`src/rtl/legv8_pkg.sv`:
```
// ----------------------------------------------------------------------------
// legv8_pkg
//   Shared LEGv8 datapath constants and types.
//   DATA_W   : architectural register / data port width
//   ADDR_W   : register index width
//   NUM_REGS : architectural register count (index NUM_REGS-1 is XZR)
//   XZR_IDX  : index of the hard-wired zero register
//   reg_idx_t, xword_t : index and data word types
// ----------------------------------------------------------------------------
package legv8_pkg;

   localparam int DATA_W   = 64;
   localparam int ADDR_W   = 5;
   localparam int NUM_REGS = 32;

   localparam logic [ADDR_W-1:0] XZR_IDX = 5'd31;

   typedef logic [ADDR_W-1:0] reg_idx_t;
   typedef logic [DATA_W-1:0] xword_t;

endpackage

```
`src/rtl/leg_register_file_read_port.sv`:
```
// ----------------------------------------------------------------------------
// regfile_read_port
//   One combinational read port of the LEGv8 register file: index decode,
//   XZR zeroing and, when REGFILE_BYPASS_EN is defined, write-through
//   forwarding of the in-flight write.
//   Ports:
//     idx_i      : register index to read
//     regs_i     : view of the physical storage X0..X30
//     byp_en_i   : a qualified write is in flight this cycle (never XZR,
//                  never during reset)
//     byp_idx_i  : index being written
//     byp_data_i : data being written
//     data_o     : read result
//   Build option: REGFILE_BYPASS_EN enables the forward mux; without it the
//   bypass inputs are unused and the stored value is returned.
// ----------------------------------------------------------------------------
module regfile_read_port
   import legv8_pkg::*;
(
   input  reg_idx_t idx_i,
   input  xword_t   regs_i [NUM_REGS-1],
   input  logic     byp_en_i,
   input  reg_idx_t byp_idx_i,
   input  xword_t   byp_data_i,
   output xword_t   data_o
);

`ifdef REGFILE_BYPASS_EN
   // byp_en_i already excludes XZR, so a match here can never be index 31.
   logic fwd_hit;
   assign fwd_hit = byp_en_i && (byp_idx_i == idx_i);

   always_comb begin
      data_o = '0;
      if (fwd_hit) begin
         data_o = byp_data_i;
      end else if (idx_i != XZR_IDX) begin
         data_o = regs_i[idx_i];
      end
   end
`else
   logic unused_byp;
   assign unused_byp = byp_en_i ^ (^byp_idx_i) ^ (^byp_data_i);

   always_comb begin
      data_o = '0;
      if (idx_i != XZR_IDX) begin
         data_o = regs_i[idx_i];
      end
   end
`endif

endmodule

```
`src/rtl/leg_register_file.sv`:
```
// ----------------------------------------------------------------------------
// leg_register_file
//   LEGv8 architectural register file: 32 x 64-bit, two asynchronous read
//   ports, one synchronous write port. X31 (XZR) has no storage, reads 0 and
//   silently drops writes.
//   Ports:
//     clk        : system clock, rising edge active
//     rst_n      : asynchronous active-low reset, clears X0..X30
//     read_reg1  : read port 1 index (Instruction[9:5])
//     read_reg2  : read port 2 index (Reg2Loc mux output)
//     write_reg  : write index (Instruction[4:0])
//     write_data : writeback value
//     reg_write  : write enable (RegWrite)
//     read_data1 : contents of read_reg1
//     read_data2 : contents of read_reg2
//   Build option: define REGFILE_BYPASS_EN for write-through forwarding on
//   both read ports (pipelined build); leave undefined for the single-cycle
//   build, where a new value becomes visible only after the write edge.
// ----------------------------------------------------------------------------
module leg_register_file
   import legv8_pkg::*;
(
   input  logic     clk,
   input  logic     rst_n,
   input  reg_idx_t read_reg1,
   input  reg_idx_t read_reg2,
   input  reg_idx_t write_reg,
   input  xword_t   write_data,
   input  logic     reg_write,
   output xword_t   read_data1,
   output xword_t   read_data2
);

   // Physical storage for X0..X30 only.
   xword_t regs_q [NUM_REGS-1];
   xword_t regs_d [NUM_REGS-1];

   // A write that will actually change state; also the forwarding qualifier,
   // so reset and XZR writes are never forwarded.
   logic wr_en;
   assign wr_en = rst_n && reg_write && (write_reg != XZR_IDX);

   always_comb begin
      regs_d = regs_q;
      if (wr_en) begin
         regs_d[write_reg] = write_data;
      end
   end

   always_ff @(posedge clk or negedge rst_n) begin
      if (!rst_n) begin
         for (int i = 0; i < NUM_REGS - 1; i++) begin
            regs_q[i] <= '0;
         end
      end else begin
         regs_q <= regs_d;
      end
   end

   // An unknown write index with the enable high would corrupt an unknown
   // register; flag it loudly in simulation.
   always_ff @(posedge clk) begin
      if (rst_n && reg_write) begin
         assert (!$isunknown(write_reg))
            else $error("leg_register_file: unknown write_reg with reg_write=1");
      end
   end

   regfile_read_port u_rp1 (
      .idx_i      (read_reg1),
      .regs_i     (regs_q),
      .byp_en_i   (wr_en),
      .byp_idx_i  (write_reg),
      .byp_data_i (write_data),
      .data_o     (read_data1)
   );

   regfile_read_port u_rp2 (
      .idx_i      (read_reg2),
      .regs_i     (regs_q),
      .byp_en_i   (wr_en),
      .byp_idx_i  (write_reg),
      .byp_data_i (write_data),
      .data_o     (read_data2)
   );

endmodule

```
`config.mk`:
```
export PLATFORM = sky130hd
export DESIGN_NAME = leg_register_file
export DESIGN_NICKNAME = d
export VERILOG_FILES = /design/src/rtl/legv8_pkg.sv /design/src/rtl/leg_register_file_read_port.sv /design/src/rtl/leg_register_file.sv
export SDC_FILE = /design/constraint.sdc
export NUM_CORES = 2
export LEC_CHECK = 0
export ABC_AREA = 0
export CAP_MARGIN = 10
export CORE_UTILIZATION = 60
export CTS_CLUSTER_SIZE = 30
export DETAILED_ROUTE_END_ITERATION = 7
export PLACE_DENSITY = 0.82
export SLEW_MARGIN = 20
export SYNTH_ARGS = -nofsm -noshare
export SYNTH_HDL_FRONTEND = slang
export SYNTH_SLANG_ARGS = --single-unit
```
`constraint.sdc`:
```
create_clock -name clk -period 2.7 [get_ports clk]
set_clock_uncertainty 0.15 [all_clocks]
set_input_delay 0.405 -clock clk [delete_from_list [all_inputs] [get_ports clk]]
set_output_delay 0.405 -clock clk [all_outputs]
set_load 0.05 [all_outputs]
```
==> summary.txt <==
Hold path
  • Tightest Hold Check Type: input pin to asynchronous set/reset pin

Place
  • Place WS: -463 ps
  • Post-DP HPWL: 233,000 microns
  • Final GP Congestion: 0.936
  • I/O Buffers: 209

Clock tree
  • Clock-pin slew on the worst setup and hold paths: 60 ps
  • Clock Tree Root: clkbuf_16
  • H-tree levels: 4
  • CTS tree: yes
  • Clk buf depth: 3
  • Sink Count: slightly below 2,000
  • Num CTS Buffers: 200
  • Worst-skew pair later-pin latency: slightly below 900 ps

Route
  • Antenna-violating nets left: 0
  • Drt drc: 0
  • Avg Vias per Cell: roughly 7.4
  • Post-detailed-route wirelength per cell: 35.3 microns
  • Iteration count of the initial detailed-routing pass: 8
  • Via count: ~76,000
  • Post-Route WL: about 360,000 microns
  • Starting DRT DRC Count: slightly below 10,000

Yosys
  • Leading register cell type out of synthesis: dfrtp_1
  • Sequential area share after synthesis: 0.468
  • Library cells used by synthesis: 48
  • Seq cells post-synth: 1,984
  • XOR/XNOR Fraction of Synth Area: 0
  • Netlist Area Pre-Place: 106,000 sq um
  • Post-Syn Instances: 7,068
  • Yosys warnings: 0
  • Compound-gate portion of the synthesized area: 0.0420
  • Avg Cell Area, Syn: 15.0 sq um
  • Largest family of logic cells by synthesized area: multiplexers
  • Synth Area in Simple Gates: 0.0146
  • Post-Synth Adder-Cell Area: 0
  • Mux cell area share after synthesis: 0.440
  • Ys async rst share: 1.00
  • EDFF count, synth: 0
  • Syn nets: between 7,000 and 8,000

Timing
  • Post-route clock period utilization: 1.24
  • Setup violations, final: 128
  • Slew Viols, Final: 0
  • Worst setup margin: -658 ps
  • Tightest Pin Transition: between 1000 and 1500 ps
  • Final hold violations: 0
  • Achievable Freq: roughly 300 MHz
  • Relative slew slack: 0.291
  • RSZ-0062 raised after global routing: yes
  • Hold_ws: between 100 and 150 ps
  • Final min period: about 3400 ps
  • Post-route setup TNS: -56,770 ps

Power
  • Peak VDD IR: roughly 0.00066 V
  • Overall power: 85,000 uW
  • Pwr dens: roughly 660 nW/um^2
  • P_leak: between 0.05 and 0.06 uW

Critical path
  • R2r setup slk: around 1500 ps
  • Crit path kind: register to output pin
  • Nature of the critical path startpoint: register
  • CP Capture Type: output pin
  • CP max FO: 3
  • Worst EP required: approximately 2100 ps
  • Worst EP arrival: 2800 ps

Floorplan
  • Core area: about 170,000 sq um
  • Initial Util: 0.607
  • Die height: roughly 420 microns
  • Num ports: between 200 and 250
  • DIE AREA: around 180,000 sq um
  • Row cnt: 153
  • Overall die width: between 400 and 500 microns

Status
  • Outcome: finished, violations left
  • Violated checks: setup timing

GRT
  • Total GRT Usage: 0.404
  • Pin count of the biggest net entering global routing: approximately 190
  • First-pass GRT wire length: approximately 530,000 microns
  • Gr ovfl total: 0
  • Initial antenna violation count: 21
  • Vias in the first global route: just under 80,000

Finish
  • Max reg flops: about 2,000
  • Layout cell share with drive strength beyond 1: 0.574
  • Final core occ: 0.738
  • Biggest regs: regs_q (1984)
  • Syn-to-layout area delta: 21.5%
  • Register name with the most flops: regs_q
  • Final nets: 7,823

Run
  • Max-Cap Viols: 0
through the flow:
step	cell area [sq um]	std cells
2_1_floorplan	107000	7068
3_3_place_gp	120000	9759
3_5_place_dp	120000	9759
4_1_cts	128000	10200
5_1_grt	129000	10200
6_report	129000	10200
power by group:
group,total (uW),switching [uW],internal (uW)
clock network,29700,12400,17300
registers,37000,3320,33700
logic,18300,8400,9870
total,85000,24100,60800
what timing repair did:
action / in CTS / in global routing
buffers inserted: 75 / 35
endpoints found under the hold margin: 396 / 0
hold buffers: 2 / 0
gates cloned: 0 / 1
resized for setup: 261 / 76
pin swaps: 151 / 69
setup endpoints to repair: 128 / 128
per-layer routing:
| metal | vias to the layer above | wire length, microns | track usage |
|---|---|---|---|
| li1 | 28700 | - | - |
| met3 | 1683 | 42700 | 0.119 |
| met5 | - | 92 | 0.00108 |
| met4 | 12 | 29300 | 0.283 |
| met1 | 39800 | 125000 | 0.508 |
| met2 | 5819 | 165000 | 0.604 |
cells in the mapped netlist, drive strengths merged (5+ instances only):
master	number	area, sq um
a211o	65	569
a211oi	32	240
a21oi	64	320
a221o	30	300
a221oi	30	263
a22o	64	561
a22oi	63	473
a2bb2oi	63	552
a31oi	33	206
buf	354	2030
clkbuf	422	1580
dfrtp	1984	49600
inv	33	124
mux2	2078	23400
mux2i	448	4480
mux4	832	18700
nand2	48	180
nand3	7	35.0
nand3b	5	45.0
nand4	32	206
nor2	150	667
nor2b	12	75.1
nor3	34	170
o211ai	5	37.5
o21ai	61	305
o22ai	95	594
cell type report:
cell class	count	area, sq um
flip-flops and latches	1984	49600
clock buffers	284	5800
repair buffers	1247	14800
clock inverters	89	1130
fillers	9905	45800
multi-input cells	4275	54400
inverters	33	126
well taps	2325	2910
diodes	12	30.0
critical path, cell delays in order (launching register included):
cell       delay [ps]
dfrtp_1           430
mux4_2            510
mux4_2            470
nand2b_1          130
o211ai_1          160
clkbuf_16         220
path summary, 6_finish.rpt:
kind | cells after the start | start | end
worst max-delay path | 5 | regs_q[1791] | read_data1[63]
worst min-delay path | 3 | rst_n | regs_q[1354]
worst max register to register | 3 | regs_q[1439] | regs_q[1439]
worst min register to register | 1 | regs_q[1031] | regs_q[1031]
max in group asynchronous | 4 | rst_n | regs_q[1570]
min in group clk | 3 | write_data[13] | regs_q[1933]
logic make-up after synthesis:
kind of cell,after synthesis
buffers and inverters,809
AO/OA/AOI/OAI,608
multiplexers,3358
AND/OR/NAND/NOR,309
flip-flops,1984
placed cells by master, fill, tap and decap left out, drive strengths merged, types with 61 or more instances in the layout:
cell type / instances
a21oi: 64
dfrtp: 1984
mux4: 832
mux2: 2078
a22o: 64
nor2: 150
clkbuf: 286
a22oi: 63
o22ai: 95
a2bb2oi: 63
buf: 1172
a211o: 65
o21ai: 61
mux2i: 448
clkdlybuf4s50: 71
(Power assumes the default switching activity.)
